==> src/rtl/mem_arbiter_if.sv <==
`default_nettype none
// ============================================================================
// Module      : mem_arbiter_if
// Description : Request/grant/completion bundle between the I/D caches, the
//               AXI4-Lite master and mem_arbiter.
// Revision    : 1.0 - initial release
// ============================================================================
interface mem_arbiter_if;
   logic i_req_read_i;
   logic i_req_read_d;
   logic i_req_write_d;
   logic i_axi_done;
   logic o_axi_read_start;
   logic o_axi_write_start;
   logic o_sel_i;
   logic o_done_i;
   logic o_done_d;
   logic o_busy;
   logic o_timeout;

   // Arbiter side
   modport slave (
      input  i_req_read_i, i_req_read_d, i_req_write_d, i_axi_done,
      output o_axi_read_start, o_axi_write_start, o_sel_i,
             o_done_i, o_done_d, o_busy, o_timeout
   );

   // Requester / bus side
   modport master (
      output i_req_read_i, i_req_read_d, i_req_write_d, i_axi_done,
      input  o_axi_read_start, o_axi_write_start, o_sel_i,
             o_done_i, o_done_d, o_busy, o_timeout
   );
endinterface
`default_nettype wire

==> src/rtl/mem_arbiter.sv <==
`default_nettype none
// ============================================================================
// Module      : mem_arbiter
// Description : Single-owner arbiter for I-cache refill, D-cache refill and
//               D-cache write-back onto one AXI4-Lite master, with watchdog.
//               Macro MEM_ARB_ROUND_ROBIN_EN selects round-robin read
//               arbitration; otherwise the D-cache wins read contention.
// Revision    : 1.0 - initial release
// ============================================================================
module mem_arbiter #(
   parameter int unsigned TIMEOUT_CYCLES = 256
) (
   input  logic         i_clk,
   input  logic         i_arst,
   mem_arbiter_if.slave bus
);

   typedef enum logic [1:0] {
      IDLE   = 2'd0,
      GNT_I  = 2'd1,
      GNT_DR = 2'd2,
      GNT_DW = 2'd3
   } state_t;

   localparam logic [15:0] c_CNT_MAX  = 16'(TIMEOUT_CYCLES - 1);
   localparam logic [15:0] c_CNT_TRIP = 16'(TIMEOUT_CYCLES - 2);

   state_t      r_state;
   state_t      w_next;
   logic [15:0] r_cnt;
   logic        r_timeout;
   logic        w_read_pick_i;
   logic        w_read_start;
   logic        w_write_start;
   logic        w_sel_i;
   logic        w_done_i;
   logic        w_done_d;
   logic        w_busy;

`ifdef MEM_ARB_ROUND_ROBIN_EN
   // Remembers which reader held the last read grant; reset favours I next.
   logic r_last_i;

   always_ff @(posedge i_clk) begin
      if (i_arst) begin
         r_last_i <= 1'b0;
      end else if (r_state == IDLE && w_next == GNT_I) begin
         r_last_i <= 1'b1;
      end else if (r_state == IDLE && w_next == GNT_DR) begin
         r_last_i <= 1'b0;
      end
   end

   assign w_read_pick_i = ~r_last_i;
`else
   assign w_read_pick_i = 1'b0;
`endif

   always_ff @(posedge i_clk) begin
      if (i_arst) begin
         r_state   <= IDLE;
         r_cnt     <= '0;
         r_timeout <= 1'b0;
      end else begin
         r_state <= w_next;
         // Grants are only entered from IDLE, so clearing here clears on entry.
         if (r_state == IDLE) begin
            r_cnt <= '0;
         end else if (!bus.i_axi_done && r_cnt != c_CNT_MAX) begin
            r_cnt <= r_cnt + 16'd1;
         end
         if (r_state != IDLE && !bus.i_axi_done && r_cnt == c_CNT_TRIP) begin
            r_timeout <= 1'b1;
         end
      end
   end

   always_comb begin
      w_next        = r_state;
      w_read_start  = 1'b0;
      w_write_start = 1'b0;
      w_sel_i       = 1'b0;
      w_done_i      = 1'b0;
      w_done_d      = 1'b0;
      w_busy        = 1'b1;
      case (r_state)
         IDLE: begin
            w_busy = 1'b0;
            if (bus.i_req_write_d) begin
               w_next = GNT_DW;
            end else if (bus.i_req_read_i && bus.i_req_read_d) begin
               w_next = w_read_pick_i ? GNT_I : GNT_DR;
            end else if (bus.i_req_read_i) begin
               w_next = GNT_I;
            end else if (bus.i_req_read_d) begin
               w_next = GNT_DR;
            end
         end
         GNT_I: begin
            w_sel_i      = 1'b1;
            w_read_start = ~bus.i_axi_done;
            w_done_i     = bus.i_axi_done;
            if (bus.i_axi_done) w_next = IDLE;
         end
         GNT_DR: begin
            w_read_start = ~bus.i_axi_done;
            w_done_d     = bus.i_axi_done;
            if (bus.i_axi_done) w_next = IDLE;
         end
         GNT_DW: begin
            w_write_start = ~bus.i_axi_done;
            w_done_d      = bus.i_axi_done;
            if (bus.i_axi_done) w_next = IDLE;
         end
         default: begin
            w_next = IDLE;
         end
      endcase
   end

   assign bus.o_axi_read_start  = w_read_start;
   assign bus.o_axi_write_start = w_write_start;
   assign bus.o_sel_i           = w_sel_i;
   assign bus.o_done_i          = w_done_i;
   assign bus.o_done_d          = w_done_d;
   assign bus.o_busy            = w_busy;
   assign bus.o_timeout         = r_timeout;

endmodule
`default_nettype wire

==> src/flat_wrapper.sv <==
// flat-port wrapper written by rule: the top's interface ports become plain ports
module mem_arbiter_flat 
#(
   parameter int unsigned TIMEOUT_CYCLES = 256
)
  (i_clk, i_arst, bus_i_req_read_i, bus_i_req_read_d, bus_i_req_write_d, bus_i_axi_done, bus_o_axi_read_start, bus_o_axi_write_start, bus_o_sel_i, bus_o_done_i, bus_o_done_d, bus_o_busy, bus_o_timeout);
  mem_arbiter_if bus_i ();
  input  logic i_clk;
  input  logic i_arst;
  input wire logic [$bits(bus_i.i_req_read_i)-1:0] bus_i_req_read_i;
  input wire logic [$bits(bus_i.i_req_read_d)-1:0] bus_i_req_read_d;
  input wire logic [$bits(bus_i.i_req_write_d)-1:0] bus_i_req_write_d;
  input wire logic [$bits(bus_i.i_axi_done)-1:0] bus_i_axi_done;
  output wire logic [$bits(bus_i.o_axi_read_start)-1:0] bus_o_axi_read_start;
  output wire logic [$bits(bus_i.o_axi_write_start)-1:0] bus_o_axi_write_start;
  output wire logic [$bits(bus_i.o_sel_i)-1:0] bus_o_sel_i;
  output wire logic [$bits(bus_i.o_done_i)-1:0] bus_o_done_i;
  output wire logic [$bits(bus_i.o_done_d)-1:0] bus_o_done_d;
  output wire logic [$bits(bus_i.o_busy)-1:0] bus_o_busy;
  output wire logic [$bits(bus_i.o_timeout)-1:0] bus_o_timeout;
  assign bus_i.i_req_read_i = bus_i_req_read_i;
  assign bus_i.i_req_read_d = bus_i_req_read_d;
  assign bus_i.i_req_write_d = bus_i_req_write_d;
  assign bus_i.i_axi_done = bus_i_axi_done;
  assign bus_o_axi_read_start = bus_i.o_axi_read_start;
  assign bus_o_axi_write_start = bus_i.o_axi_write_start;
  assign bus_o_sel_i = bus_i.o_sel_i;
  assign bus_o_done_i = bus_i.o_done_i;
  assign bus_o_done_d = bus_i.o_done_d;
  assign bus_o_busy = bus_i.o_busy;
  assign bus_o_timeout = bus_i.o_timeout;
  mem_arbiter #(.TIMEOUT_CYCLES(TIMEOUT_CYCLES)) u_core (.i_clk(i_clk), .i_arst(i_arst), .bus(bus_i));
endmodule
==> config.mk <==
export PLATFORM = sky130hd
export DESIGN_NAME = mem_arbiter_flat
export DESIGN_NICKNAME = d
export VERILOG_FILES = /design/src/rtl/mem_arbiter_if.sv /design/src/rtl/mem_arbiter.sv /design/src/flat_wrapper.sv
export SDC_FILE = /design/constraint.sdc
export NUM_CORES = 1
export LEC_CHECK = 0
export ABC_AREA = 1
export CORE_MARGIN = 2
export CORE_UTILIZATION = 40
export DETAILED_ROUTE_END_ITERATION = 6
export PLACE_DENSITY = 0.66
export SLEW_MARGIN = 40
export SYNTH_ARGS = -nofsm -noshare
export SYNTH_HDL_FRONTEND = slang
export SYNTH_SLANG_ARGS = --single-unit
==> constraint.sdc <==
create_clock -name i_clk -period 3.9 [get_ports i_clk]
set_clock_uncertainty 0.15 [all_clocks]
set_input_delay 0.585 -clock i_clk [delete_from_list [all_inputs] [get_ports i_clk]]
set_output_delay 0.585 -clock i_clk [all_outputs]
set_load 0.005 [all_outputs]
==> results of run 1 <==
registers in the layout, summed over array words and instances (netlist names):
| signal | count |
|---|---|
| u_core.r_cnt | 16 |
| u_core.r_state | 2 |
| u_core.bus.o_timeout | 1 |
stage by stage:
stage          cell area (um2)  total power [mW]
2_1_floorplan             1240             0.240
3_3_place_gp              1390             0.267
3_5_place_dp              1390             0.267
4_1_cts                   1420             0.375
5_1_grt                   1420             0.387
6_report                  1420             0.369
metal layers:
layer	routed length [um]	up-vias	track usage, %
met2	1170	24	26.9
met5	0	-	0
met3	131	4	4.76
met4	39	0	5.40
li1	-	656	-
met1	1330	513	22.2
kinds of logic after synthesis:
| group | share of synthesized area [%] |
|---|---|
| AND/OR/NAND/NOR | 44.6 |
| buffers and inverters | 9.04 |
| flip-flops | 30.6 |
| AO/OA/AOI/OAI | 7.64 |
| adder cells (fa/ha/maj) | 6.03 |
| XOR/XNOR | 2.11 |
how the worst min path moves through the flow:
stage	start	cells after the start	to	slack, ps
finish	u_core.bus.o_timeout	2	u_core.bus.o_timeout	310
global route	u_core.bus.o_timeout	2	u_core.bus.o_timeout	330
CTS	u_core.bus.o_timeout	2	u_core.bus.o_timeout	310
detailed placement	u_core.bus.o_timeout	2	u_core.bus.o_timeout	300
global placement	u_core.bus.o_timeout	2	u_core.bus.o_timeout	300
floorplan	u_core.bus.o_timeout	2	u_core.bus.o_timeout	290
where the power goes:
part / switching, mW / total (mW) / internal (mW)
logic: 0.0328 / 0.0602 / 0.0274
registers: 0.00443 / 0.202 / 0.198
clock network: 0.0684 / 0.107 / 0.0384
total: 0.106 / 0.369 / 0.264
final cells by class:
cell class | instances | share of cell area [%]
well taps | 33 | 2.91
repair buffers | 12 | 8.47
inverters | 26 | 6.88
multi-input cells | 151 | 53.0
clock inverters | 1 | 0.353
clock buffers | 3 | 1.59
flip-flops and latches | 19 | 26.8
synth_stat cells:
master	n
nand2_2	1
nand2_4	2
nor2_2	4
buf_6	1
o22ai_1	1
o21ai_0	3
ha_1	6
clkinv_1	2
nand3_2	1
nor2_1	38
nand4_1	9
a31oi_1	3
nand3_1	12
inv_2	4
a21oi_1	10
o21ai_1	1
xnor2_1	3
nand3b_1	1
nor2_4	2
nand2_1	54
inv_1	20
dfxtp_1	19
buf_1	1
critical path, stage by stage:
cell             delay (ps)
clkdlybuf4s50_1         600
inv_2                   190
nor2_1                  140
clkdlybuf4s50_1         500
==> impl_summary.md, run 1 <==
Synth
The total number of yosys warnings is 0. The post-synthesis cell count is 198. The biggest area consumer among synthesized cells is dfxtp_1. A synthesized cell averages 6.29 um2. The total standard cell area after synthesis is between 1000 and 1500 um2. The sequential area share after synthesis is roughly 31%. The netlist uses 23 different library cells.

The synthesized design devotes to its leading area cell type around 31% of total area. The post-synthesis sequential element count is 19. Counting every net in the synthesized netlist gives 210. By area the synthesized netlist is led by dfxtp_1 (31%), nand2_1 (16%), nor2_1 (11%).

STA
The number of pins with negative max-slew slack in the final report came to 0. Once routing completed, OpenROAD measured the worst setup slack at 1150 ps. The smallest clock period supported by the final layout is computed as approximately 2800 ps. In the final timing run, aggregate negative setup slack is 0 ps. Setup repair after global routing left no endpoint under its margin.

After layout, the worst path uses a little over two thirds of the clock period. The number of failing hold endpoints at the final stage is 0. The number of setup violations in the final report is 0.

Headroom to the max-slew limit came out at 75.5%. On the final layout, the worst hold slack is ~310 ps. Derived from the worst setup path, the maximum achievable clock frequency is 364 MHz. The slew at the pin closest to its max-slew limit is roughly 370 ps.

Run
The max-cap check violation count is 0.

GRT
The number of global-route vias before repair came to about 1.1k. Entering global routing, the biggest net connects 18 pins. The first global-routing pass estimated 4590 um of wire. The initial antenna violation count came to 0. Global routing consumed, over all layers together, 17.0% of the routing resources.

For this run the aggregate overflow at the end of global routing stands at 0.

Clocking
The number of H-tree levels is 1. Clock tree synthesis selected as its root buffer the cell clkbuf_4. The CTS buffer count is 3. At the later pin of the worst-skew pair, clock insertion delay measures slightly above 300 ps. The post-cts resize count is 0. Clock-pin slew was measured on the worst setup and hold paths at about 120 ps. TritonCTS built the clock tree. The number of buffers added for setup after CTS is 0. The clock passes through at most 2 buffers. For this design, the sink count on the clock tree is 19. For this design, the CTS-stage hold fixing added 0 buffers.

Power
Power spread over the standard cell area amounts to 260 nW/um2. Across the VDD grid, the largest voltage drop is roughly 0.16 mV. In this run the static leakage power is about 0.52 nW.

Floorplan
The die is roughly 60 um wide. The I/O pin count is 13. The die covers around 3600 um2.

The count of standard-cell rows is 20. In this run the vertical extent of the chip is between 50 and 60 um. The initial utilization of the core area, before any placement, comes to 41.5%. The floorplan step defined a core boundary enclosing between 3000 and 4000 um2.

Setup path
Across all register-to-register paths, the minimum setup slack is 2110 ps. Counting cells, the worst reg-to-reg path comes to 9. The worst setup path is launched from an input pin. The nature of the critical path endpoint is an output pin. The worst register-to-register path begins at u_core.r_cnt[1]. In this run the critical register-to-register path is captured at u_core.r_cnt[1]. The worst setup path startpoint is bus_i_axi_done.

The maximum net fanout on the critical path is 17. Data on the critical path is required at its endpoint by 3160 ps. The arrival time of data at the critical path endpoint is ~2000 ps.

The worst setup path is of the input pin to output pin kind. The end point of the critical path is bus_o_done_d.

Placement
At the placement stage, the worst setup path has a slack of approximately 1100 ps. The last weighted congestion value of the routability-driven placer is 0.866. Detailed placement ended at an HPWL of about 2000 um. The cell total after placement is roughly 240. The port buffer count is 12.

Route
The remaining number of nets flagged by the antenna check after routing is 0. Summed over all layers, the routed wires come to ~2700 um. The first routing iteration left 31 violations. The average detailed-routed wire length per instance is ~11 um. The routed layout has ~1.2k vias. For this run, the detailed router's first-pass iteration total came to 4. After detailed routing, the number of vias per cell comes to a little under 5. The residual DRC count is 0.

Finish
The most frequent standard cell in the layout excluding fill and tap cells is nand2_1. After filler insertion, the fill cell instance count of the layout stands at approximately 320. The synthesis-to-layout area growth is 14.0%.

Summing all flip-flop and latch instances after layout gives 380 um2. For this run, the number of standard cells in the final layout without fillers is between 200 and 250. The number of diodes is 0. Once layout is complete, the utilization of the core stands at a little under half.

The layout cell share with drive strength beyond 1 is under 10%. The net count of the finished layout is between 200 and 250. The top cell types in the final layout, fill and taps aside, are nand2_1 (54), nor2_1 (38), inv_1 (20), dfxtp_1 (19). The area occupied by multi-input gates is ~750 um2.

Status
The run finished with clean final reports.

Hold path
The min-delay analysis places its worst path in the category flip-flop to flip-flop.
No activity file was read; power rests on OpenSTA's default activity.
==> run 2, diff against run 1 <==
==> constraint.sdc (replaced) <==
create_clock -name i_clk -period 2.7 [get_ports i_clk]
set_clock_uncertainty 0.15 [all_clocks]
set_input_delay 0.405 -clock i_clk [delete_from_list [all_inputs] [get_ports i_clk]]
set_output_delay 0.405 -clock i_clk [all_outputs]
set_load 0.005 [all_outputs]
==> run 2 against run 1 <==
Against the previous run: first-iteration DRC count shrank 13%; die area is the same; via count shrank 0.92%; clock power increased by 38%; critical endpoint is now bus_o_axi_read_start; global-route usage is 1.2 points lower; largest power group unchanged; utilization grew 0.21 points; non-clock buffer count rose by 1.
==> impl_summary.md, run 2 (synthesis gave the netlist of run 1 again) <==
GRT
The global routing usage summed across all routing layers is 15.8% (-1.2 points). The number of global-route vias before repair is 1,011 (-4.3%). The largest net degree at the start of global routing is 17 (-1). The global-route wire length before repair is 4400 um (-4.2%). The initial antenna violation count is 0 (unchanged). The leftover overflow at the end of global routing came to 0 (unchanged).

Power
The net switching power figure is 0.143 mW (+36%). The relative contribution of sequential cells to total power is 55.4% (+0.6 points). The part of the power in the clock network is 28.0% (-0.9 points). The leakage power summed over all cells is 0.525 nW (+0.40%). The cell-internal power is 0.384 mW (+46%). The proportion of power drawn by combinational gates is 16.7% (+0.4 points). The total power per unit cell area is 370 nW/um2 (+42%). The switching part of the total is 27.2% (-1.4 points).

The peak ir drop on the vdd network came to 0.270 mV (+64%).

Setup path
The maximum net fanout on the critical path was 4 (-13). The source of the worst register-to-register timing path is u_core.r_cnt[1]. The critical path goes through inv_1 > ha_1 > inv_1 > nor2_1 > clkdlybuf4s50_1. The minimum setup slack among reg-to-reg paths came to 940 ps (-1170 ps).

The critical path is of the flip-flop to output pin type. The most prevalent standard cell on the critical path is inv_1. The nature of the critical path startpoint is a flip-flop. The worst register-to-register path ends at u_core.r_cnt[0]. For this design, the slowest cell found on the critical path is clkdlybuf4s50_1. The nature of the critical path endpoint is an output pin.

The delay of the slowest cell on the worst path came to 500 ps (-100 ps). The family with the most delay on the worst path is buffers and inverters. The buffers plus inverters on the worst setup path is 3 (unchanged). The required arrival time at the worst endpoint is 2140 ps (-1020 ps). The worst reg-to-reg path cell count came to 8 (-1). The arrival time of data at the critical path endpoint is 1670 ps (-350 ps).

Clocking
The number of hold buffers added after CTS is 0 (unchanged). The later-pin clock latency in the skew report came to 300 ps (about the same). The post-cts resize count came to 0 (unchanged).

The number of buffers added for setup after CTS came to 0 (unchanged). The clock tree buffer depth is 2 (unchanged). The CTS root buffer is clkbuf_4. The clock-pin slew on the worst setup and hold paths is 100 ps (-20 ps). The total clock sinks is 19 (unchanged). The CTS buffer count came to 3 (unchanged). The number of H-tree levels is 1 (unchanged). The clock tree from TritonCTS is done.

Placement
The last weighted congestion value of the routability-driven placer is 0.807 (-6.8%). The half-perimeter wire length after placement is 1870 um (-6.3%). The cell total after placement was 242 (+0.41%).

The port buffer count came to 12 (unchanged).

Route
The wire length after detailed routing is 2510 um (-6.0%). The violation count after the first detailed-route iteration came to 27 (-13%). The detailed-routing iteration count for the pre-antenna-repair pass was 5 (+1). The vias after detailed routing came to 1,186 (-0.92%). The remaining number of nets flagged by the antenna check after routing was 0 (unchanged). The average detailed-routed wire length per instance is 10.2 um (-6.3%). The mean number of vias per cell is 4.82 (-1.3%). The residual DRC count is 0 (unchanged).

Hold path
The startpoint of the tightest hold check path is u_core.bus.o_timeout. The class of the most critical hold timing path is flip-flop to flip-flop. The number of cells on the worst hold path came to 2 (unchanged). The path with the worst hold slack has its endpoint at u_core.bus.o_timeout.

STA
The slew at the pin closest to its max-slew limit came to 367 ps (+0.159 ps). In the finished design, the share of the clock period the worst path needs comes to 82.4%. The headroom to the max-slew limit was 75.5% (about the same). The number of pins with negative max-slew slack in the final report is 0 (unchanged). The shortest period the worst path allows is approximately 2200 ps.

The number of setup violations in the final report is 0 (unchanged). Setup repair after global routing left no endpoint under its margin. The fmax is approximately 450 MHz. The setup TNS was 0 ps (unchanged).

The number of failing hold endpoints at the final stage is 0 (unchanged).

Floorplan
The core footprint came to 3000 um2 (unchanged). The effective utilization at floorplan is 41.5% (unchanged). The full die area is 3570 um2 (unchanged). The chip width is 59.8 um (unchanged).

The count of standard-cell rows is 20 (unchanged). The I/O pin count is 13 (unchanged). The y dimension of the die is 59.8 um (unchanged).

Finish
The number of diodes was 0 (unchanged). The top cell types in the final layout, fill and taps aside, are nand2_1 (54), nor2_1 (38), inv_1 (20), dfxtp_1 (19). Compared with the post-synthesis result, the final layout area differs by 14.5%. The number of filler cells placed in the layout is 335 (+3.4%). The net count of the finished layout is 226 (+0.44%). The area occupied by multi-input gates is 752 um2 (unchanged). The flip-flop count of the largest register, all copies and words added is 16 (unchanged). The most frequent standard cell in the layout excluding fill and tap cells is nand2_1. The area occupied by registers is 380 um2 (unchanged). The top register by number of flip-flops is u_core.r_cnt. The layout cell share with drive strength beyond 1 is 8.45% (-0.040 points).

The count of placed standard cells in the final layout, fillers left out is 246 (+0.41%).

Status
The flow ran to the end, and the final reports show no timing, DRC or antenna violations.

Run
The max-cap check violation count is 0 (unchanged).
## run 2: cell count changes in the layout (fill, tap and decap cells not counted), sizes merged
cell	change
clkinv	-1
buf	+1
clkbuf	+1
## run 2: worst min-delay path, cell delays in order, from the launching register on
cell	delay, ps
dfxtp_1	320
inv_1	40
a21oi_1	50
## run 2: worst max path at each step
stage / from / end / cells after the start
after CTS: u_core.r_state[0] / bus_o_axi_read_start / 5
after global routing: u_core.r_state[0] / bus_o_axi_read_start / 5
after detailed placement: bus_i_axi_done / bus_o_done_d / 4
after global placement: bus_i_axi_done / bus_o_done_d / 4
after floorplan: u_core.r_cnt[1] / u_core.r_cnt[2] / 7
final: u_core.r_state[0] / bus_o_axi_read_start / 5
## run 2: stage by stage
stage	utilization (%)	cell area (um2)	worst slack [ps]	power [mW]	hold slack, ps
final	47.5	1430	476	0.527	308
after global routing	47.5	1430	338	0.562	355
after CTS	47.5	1430	454	0.535	318
after detailed placement	46.6	1400	498	0.386	299
after global placement	46.6	1400	511	0.387	298
after floorplan	-	1240	1200	0.347	291
## run 2: power by group through the flow
stage	sequential [mW]	combinational, mW	clock, mW
CTS	0.292	0.0889	0.154
global route	0.293	0.0999	0.169
detailed placement	0.298	0.0879	0
finish	0.292	0.0878	0.148
floorplan	0.297	0.0503	0
global placement	0.298	0.0892	0
## run 2: layout make-up
type / count / share of cell area [%]
clock buffers: 4 / 1.84
multi-input cells: 151 / 52.8
flip-flops and latches: 19 / 26.7
inverters: 26 / 6.85
repair buffers: 13 / 8.96
well taps: 33 / 2.90
## run 2: routing by layer
layer / vias to the layer above / part of all wire, % / global-route usage (%)
met3: 2 / 2.4 / 4.11
met5: - / 0 / 0
met4: 0 / 0.20 / 2.86
met1: 509 / 53 / 22.8
li1: 658 / - / -
met2: 17 / 45 / 23.8
==> run 3, diff against run 2 <==
--- a/config.mk
+++ b/config.mk
@@ -9,7 +9,7 @@
 export CORE_MARGIN = 2
 export CORE_UTILIZATION = 40
 export DETAILED_ROUTE_END_ITERATION = 6
-export PLACE_DENSITY = 0.66
+export PLACE_DENSITY = 0.68
 export SLEW_MARGIN = 40
 export SYNTH_ARGS = -nofsm -noshare
 export SYNTH_HDL_FRONTEND = slang
==> constraint.sdc (replaced) <==
create_clock -name i_clk -period 1.84 [get_ports i_clk]
set_clock_uncertainty 0.15 [all_clocks]
set_input_delay 0.276 -clock i_clk [delete_from_list [all_inputs] [get_ports i_clk]]
set_output_delay 0.276 -clock i_clk [all_outputs]
set_load 0.005 [all_outputs]
==> run 3 against run 2 <==
Against the previous run: register-to-register slack lost 780 ps; cell count is 2.0% higher; critical endpoint is now bus_o_done_d; clock-buffer cell count shrank 1; utilization grew 1.6 points; clock power rose by 51%; first-iteration DRC count rose by 48%; critical path type unchanged; power up 51%; via count is 1.8% higher; hold slack about the same.
==> impl_summary.md, run 3 (synthesis gave the netlist of run 1 again) <==
Placement
The last weighted congestion value of the routability-driven placer is 0.806 (about the same). The cell area reported after detailed placement is 1440 um2 (+2.7%). The pre-CTS setup slack was -110 ps (-608 ps). The half-perimeter wire length after placement is 1930 um (+3.4%). The port buffer count is 12 (unchanged).

Clocking
The clock tree buffer depth is 2 (unchanged). The tree is rooted in a clkbuf_4. The clock-pin slew on the worst setup and hold paths is 110 ps (about the same). The number of hold buffers added after CTS is 0 (unchanged). The number of buffers added for setup after CTS is 0 (unchanged). The number of H-tree levels is 1 (unchanged). The CTS buffer count is 3 (unchanged). The later-pin clock latency in the skew report is 310 ps (about the same).

TritonCTS built the clock tree. The total clock sinks came to 19 (unchanged).

Finish
The number of filler cells placed in the layout is 330 (-1.5%). The final standard cell utilization of the core came to 49.1% (+1.6 points). The total non-filler cell area in the finished layout is 1470 um2 (+3.4%). The number of diodes came to 0 (unchanged).

The layout cell share with drive strength beyond 1 is 14.2% (+5.8 points). The flip-flop count of the largest register, all copies and words added came to 16 (unchanged). u_core.r_cnt holds more flip-flops than any other register. Leaving out fill and tap cells, the most frequent cell in the layout is nand2_1. From synthesis to final layout, the design area changed by 18.4%.

The net count of the finished layout is 231 (+2.2%). Leaving out fill and tap cells, the most frequent cells in the layout are nand2_1 (54), nor2_1 (38), inv_1 (20), dfxtp_1 (16), nand3_1 (12).

Route
The remaining number of nets flagged by the antenna check after routing was 0 (unchanged). The average detailed-routed wire length per instance was 10.3 um (+0.66%). The mean number of vias per cell is 4.81 (-0.26%). The wire length after detailed routing is 2580 um (+2.7%).

The violation count after the first detailed-route iteration came to 40 (+48%). The detailed-routing iteration count for the pre-antenna-repair pass is 4 (-1). The residual DRC count is 0 (unchanged). The vias after detailed routing is 1,207 (+1.8%).

Setup path
The nature of the critical path endpoint is an output pin. The maximum net fanout on the critical path is 3 (-1). The arrival time of data at the critical path endpoint is 1330 ps (-340 ps).

The signal on the critical path passes through buf_4 > ha_1 > nor2_1 > nor2_1 > dlygate4sd2_1. The worst register-to-register path begins at u_core.r_cnt[0]. The critical path is of the flip-flop to output pin type. The minimum setup slack among reg-to-reg paths is 160 ps (-780 ps).

The slowest stage cell on the critical path is dfxtp_2. The worst flop-to-flop path endpoint is u_core.r_cnt[14]. The required arrival time at the worst endpoint is 1410 ps (-730 ps). STA classifies the critical path startpoint as a flip-flop. The delay of the slowest cell on the worst path is 330 ps (-170 ps).

The most prevalent standard cell on the critical path is nor2_1. The worst reg-to-reg path cell count is 8 (unchanged).

STA
The headroom to the max-slew limit is 78.3% (+2.8 points). The number of setup violations in the final report is 0 (unchanged). Setup repair after global routing left no endpoint under its margin.

The final setup slack of the worst path is 84.4 ps (-392 ps). Timing would allow up to 570 MHz. The number of pins with negative max-slew slack in the final report is 0 (unchanged).

The slew at the pin closest to its max-slew limit is 325 ps (-41.9 ps). Of the available clock period, the critical path in the final layout requires a little over nine tenths. The clock period could shrink to 1760 ps. The worst hold slack across all endpoints came to 307 ps (-0.340 ps).

The number of failing hold endpoints at the final stage came to 0 (unchanged).

Floorplan
The full die area is 3570 um2 (unchanged). The count of standard-cell rows is 20 (unchanged). The chip width is 59.8 um (unchanged). The effective utilization at floorplan is 41.5% (unchanged). The y dimension of the die is 59.8 um (unchanged). The core footprint is 3000 um2 (unchanged). The I/O pin count was 13 (unchanged).

Power
The total power of the final layout is 0.795 mW (+51%). The total power per unit cell area is 539 nW/um2 (+46%). The peak ir drop on the vdd network is 0.370 mV (+37%). The leakage power summed over all cells is 0.568 nW (+8.2%).

GRT
The largest net degree at the start of global routing is 17 (unchanged). The initial antenna violation count was 0 (unchanged). The global routing usage summed across all routing layers was 17.5% (+1.7 points). The global-route wire length before repair is 4840 um (+10%). The number of global-route vias before repair was 1,102 (+9.0%). The leftover overflow at the end of global routing is 0 (unchanged).

Run
The max-cap check violation count is 0 (unchanged).

Hold path
The number of cells on the worst hold path is 2 (unchanged). The class of the most critical hold timing path is flip-flop to flip-flop. The startpoint of the tightest hold check path is u_core.bus.o_timeout. For hold timing, the worst endpoint is u_core.bus.o_timeout.

Status
The flow ran to the end, and the final reports show no timing, DRC or antenna violations.
-- run 3: cell count changes in the layout (fill, tap and decap cells not counted), sizes merged --
cell	delta
buf	+5
clkdlybuf4s50	-6
clkinv	+1
dlygate4sd2	+5
-- run 3: repair_timing --
action                                  in CTS  in global routing
endpoints found under the setup margin       6                 10
pin swaps                                    0                  1
gates resized for setup                      9                  6
-- run 3: final cells by class --
cell class                      instances  area (um2)  area share (%)
Sequential cell                        19         384            26.1
Multi-Input combinational cell        151         769            52.2
Tap cell                               33        41.3            2.80
Inverter                               26        97.6            6.62
Timing Repair Buffer                   18         154            10.4
Clock buffer                            3        22.5            1.53
Clock inverter                          1        5.00           0.340
-- run 3: routing by layer --
metal	vias to the layer above	global-route usage, %	part of all wire, %
li1	667	-	-
met1	520	24.8	53
met2	16	26.9	43
met3	4	4.55	3.0
met4	0	2.86	0.66
met5	-	0	0
-- run 3: how the worst max path moves through the flow --
stage	startpoint	end	slack, ps	depth (start not counted)
finish	u_core.r_state[1]	bus_o_done_d	80	5
global route	u_core.r_state[1]	bus_o_done_d	8	5
CTS	u_core.r_state[0]	bus_o_done_d	40	5
detailed placement	bus_i_axi_done	u_core.r_cnt[10]	-110	8
global placement	bus_i_axi_done	u_core.r_cnt[10]	-80	8
floorplan	u_core.r_cnt[1]	u_core.r_cnt[2]	340	7
-- run 3: where the power goes --
group	total [mW]	switching [mW]	internal (mW)	leakage, nW
sequential	0.426	0.00549	0.421	0.155
combinational	0.144	0.0794	0.0647	0.395
clock	0.224	0.143	0.0814	0.0177
total	0.795	0.228	0.567	0.568
-- run 3: critical path: cells and delay by family (launching register included) --
kind / cells / cell delay [ps]
adders and majority gates: 1 / 170
buffers and inverters: 2 / 390
DFF: 1 / 330
and+or+nand+nor: 2 / 120
-- run 3: through the flow --
| stage | setup TNS, ps | std cells |
|---|---|---|
| floorplan | 0 | 198 |
| global route | 0 | 251 |
| detailed placement | -416 | 247 |
| CTS | 0 | 251 |
| finish | 0 | 251 |
| global placement | -309 | 247 |
==> RTL change 1 (config.mk and constraints of run 1) <==
Build with the macro `MEM_ARB_ROUND_ROBIN_EN` defined.
--- a/src/rtl/mem_arbiter.sv
+++ b/src/rtl/mem_arbiter.sv
@@ -7,6 +7,8 @@
 //               arbitration; otherwise the D-cache wins read contention.
 // Revision    : 1.0 - initial release
 // ============================================================================
+`define MEM_ARB_ROUND_ROBIN_EN
+
 module mem_arbiter #(
    parameter int unsigned TIMEOUT_CYCLES = 256
 ) (
Check against the original RTL: not equivalent (a bounded check fails within 4 cycles, from zero or initial values and one cycle with i_arst high).
==> RTL change 1 against run 1 <==
  * First-iteration DRC count increased by 13%
  * Worst setup slack gained 0.14 ns
  * Via count is 5.5% lower
  * Sequential cell count is 1 higher
  * Wire length shrank 3.7%
  * Final cell count increased by 4.1%
  * Area after synthesis rose by 1.4%
  * Total power is 27% higher
  * Synthesized cell count shrank 0.51%
  * Cell area rose by 3.4%
==> RTL change 1: results (changes against run 1) <==
status=complete, no violations; reg2reg setup slack=1.99 ns (-0.12 ns); part of the power in combinational logic=15.9% (-0.4 points); reg2reg end=u_core.r_cnt[8]$_SDFFE_PP0P_; Worst EP arrival=1.87 ns (-0.15 ns); cell depth of the worst flop-to-flop path=5 (-4); H-tree Lvls=1 (unchanged); top layer in use=met4; ant diodes=0 (unchanged); Post-Synth Adder-Cell Area=5.95% (-0.084 points); Flop pwr share=46.4% (-8.4 points); post-CTS resize count=0 (unchanged); biggest regs=u_core.r_cnt: 16 flops, u_core.r_state: 2 flops; met1 wire length=1300 µm (-1.9%); Compound-Gate Fraction of Synth Area=9.51% (+1.9 points); HPWL after DPL=1950 µm (-2.2%); Synth area leaders=dfxtp_1 (32%), nand2_1 (17%), nor2_1 (12%); ratio of cells with drive above 1 in the final layout=7.11% (-1.4 points); Post-Synth XOR/XNOR Area=4.16% (+2.1 points); number of port buffers=12 (unchanged); YS warnings=0 (unchanged); syn avg cell area=6.41 µm² (+1.9%); CP Capture Point=bus_o_done_d; Avg WL per Cell=10.1 µm (-7.4%); fin nets=224 (-0.44%); initial antenna violation count=0 (unchanged); first-pass GRT wire length=4470 µm (-2.6%); Critical Path Start=bus_i_axi_done; gpl congestion=0.774 (-11%); VDD IR max=0.000133 V (-19%); placement-stage cell area=1420 µm² (+1.7%); pwr/cell area=319 nW/µm² (+22%); Post-CTS Setup Repair Bufs=0 (unchanged); Internal=0.347 mW (+32%); vias=1131 (-5.5%); Iter 0 DRT Violations=35 (+13%); Seq/Total Area, Yosys=31.7% (+1.2 points); Pleak=0.582 nW (+11%); worst-path maximum fanout=10 (-7); vias in the first global route=1037 (-1.8%); Yosys cell types=20 (-13%); Routed met3 length=64 µm (-51%); Mapped Nets=209 (-0.48%); DRT Pass-1 Iters=4 (unchanged); largest net degree at the start of global routing=13 (-5); total track usage=16.3% (-0.70 points); worst slew pin tran=0.519 ns (+0.152 ns); slowest cell delay on critical path=0.55 ns (-0.05 ns); Crit Reg-Reg Startpoint=u_core.r_state[1]$_SDFF_PP0_; Post-synth ARST share=0% (unchanged); WL final=2570 µm (-3.7%); commonest cells in the synthesized netlist=nand2_1 (58), nor2_1 (39), inv_1 (22); clock buffer depth=2 (unchanged); placed insts=251 (+4.1%); multiplexer share of the synthesized area=0% (unchanged); Met2 Routed Length=1170 µm (-0.17%)
[RTL change 1: cell count changes after synthesis, moves of 2 or more]
cell,change
o21ai_0,+3
inv_1,+2
nand2_1,+4
nand3_1,-7
nor2_2,-4
nand4_1,-5
clkinv_1,-2
xor2_1,+2
a21oi_1,+3
[RTL change 1: final cells by class]
class / count / area [µm²]
Clock inverter: 1 / 30.0
Sequential cell: 20 / 400
Multi-Input combinational cell: 148 / 737
Clock buffer: 3 / 22.5
Timing Repair Buffer: 12 / 120
Inverter: 27 / 103
Tap cell: 44 / 55.1
Fill cell: 322 / 1560
[RTL change 1: through the flow]
stage	hold slack [ns]	worst slack, ns
2_1_floorplan	0.291	2.35
3_3_place_gp	0.294	1.31
3_5_place_dp	0.296	1.27
4_1_cts	0.318	1.28
5_1_grt	0.346	1.21
6_report	0.311	1.29
[RTL change 1: per-layer routing]
layer / track usage [%] / up-vias
met5: 0 / -
met4: 4.76 / 0
met3: 2.60 / 4
met2: 26.2 / 14
met1: 22.2 / 474
li1: - / 639
==> RTL change 2 (config.mk and constraints of run 1) <==
Without the edit above. The 4 states of `state_t` get a one-hot encoding in 4 bits.
--- a/src/rtl/mem_arbiter.sv
+++ b/src/rtl/mem_arbiter.sv
@@ -15,11 +15,11 @@
    mem_arbiter_if.slave bus
 );
 
-   typedef enum logic [1:0] {
-      IDLE   = 2'd0,
-      GNT_I  = 2'd1,
-      GNT_DR = 2'd2,
-      GNT_DW = 2'd3
+   typedef enum logic [3:0] {
+      IDLE   = 4'b0001,
+      GNT_I  = 4'b0010,
+      GNT_DR = 4'b0100,
+      GNT_DW = 4'b1000
    } state_t;
 
    localparam logic [15:0] c_CNT_MAX  = 16'(TIMEOUT_CYCLES - 1);
Check against the original RTL: no difference found for any inputs over 10 cycles, from zero or initial values and one cycle with i_arst high; not proved beyond that.
==> RTL change 2 against run 1 <==
  * Synthesized cell count is 2.5% higher
  * Area after synthesis is 6.0% higher
  * Core utilization is 0.69 points higher
  * Wire length is 2.9% lower
  * Worst setup slack better by 0.014 ns
  * Largest power group unchanged
  * Highest routed layer unchanged
  * Total power is 8.2% higher
  * Count of clock-buffer cells in the layout stayed put
  * Cell area is 4.9% higher
  * Sequential cell count is 2 higher
==> RTL change 2: results (changes against run 1) <==
Mapped Nets=211 (+0.48%); status=complete, no violations; Tapcells=44 (+33%); Seq/total area=28.3% (+1.5 points); Pleak=0.564 nW (+7.9%); Iter 0 DRT Violations=27 (-13%); VDD IR max=0.000232 V (+41%); gpl congestion=0.836 (-3.5%); Sw Share=29.0% (+0.41 points); met1 wire length=1300 µm (-2.0%); Seq/Total Area, Yosys=31.8% (+1.3 points); Reg area=420 µm² (+11%); GRT met3 Usage=3.78% (-0.98 points); WL final=2590 µm (-2.9%); largest net degree at the start of global routing=15 (-3); Flop pwr share=56.5% (+1.7 points); fillers=320 (-1.2%); combinational logic power=0.0653 mW (+8.5%); GR met1 Demand/Resource=19.9% (-2.3 points); vias per cell=4.59 (-6.0%); total track usage=16.6% (-0.39 points); vias in the first global route=1099 (+4.1%); buffering overhead=8.07% (-0.39 points); Post-Synth Adder-Cell Area=1.90% (-4.1 points); post-place setup slack=1.17 ns (+0.0288 ns); Compound-Gate Fraction of Synth Area=12.0% (+4.4 points); placed insts=256 (+6.2%); met2 Use GR=29.9% (+3.1 points); multi-input logic portion of the cell area=51.3% (-1.7 points); # clock sinks=21 (+2); ratio of cells with drive above 1 in the final layout=11.6% (+3.1 points); ClkCell Share=1.85% (-0.090 points); commonest cells in the synthesized netlist=nand2_1 (64), nor2_1 (32), inv_1 (25); vias=1194 (-0.25%); Post-Synth XOR/XNOR Area=3.98% (+1.9 points); first-pass GRT wire length=4660 µm (+1.5%); comb_multi_in=152 (+0.66%); Met2 Routed Length=1200 µm (+2.6%); Yosys cell types=24 (+4.3%); HPWL after DPL=1960 µm (-2.0%)
RTL change 2: critical path: stages:
cell and delay [ns]:
clkdlybuf4s50_1 0.45, inv_1 0.24, nand2_1 0.16, inv_1 0.07, clkdlybuf4s50_1 0.49
RTL change 2: cells by family after synthesis:
logic type	Yosys count
xor+xnor	6
compound gates	24
fa+ha+maj	2
flops	21
simple gates	120
buf+inv	30
RTL change 2: final timing paths:
| kind | from | endpoint | slack, ns | depth (start not counted) |
|---|---|---|---|---|
| worst max-delay path | bus_i_axi_done | bus_o_axi_write_start | 1.16 | 5 |
| worst min-delay path | u_core.bus.o_timeout$_SDFFE_PP0P_ | u_core.bus.o_timeout$_SDFFE_PP0P_ | 0.33 | 2 |
| worst max register to register | u_core.r_cnt[1]$_SDFFE_PP0P_ | u_core.r_cnt[14]$_SDFFE_PP0P_ | 2.04 | 10 |
| worst min register to register | u_core.bus.o_timeout$_SDFFE_PP0P_ | u_core.bus.o_timeout$_SDFFE_PP0P_ | 0.33 | 2 |
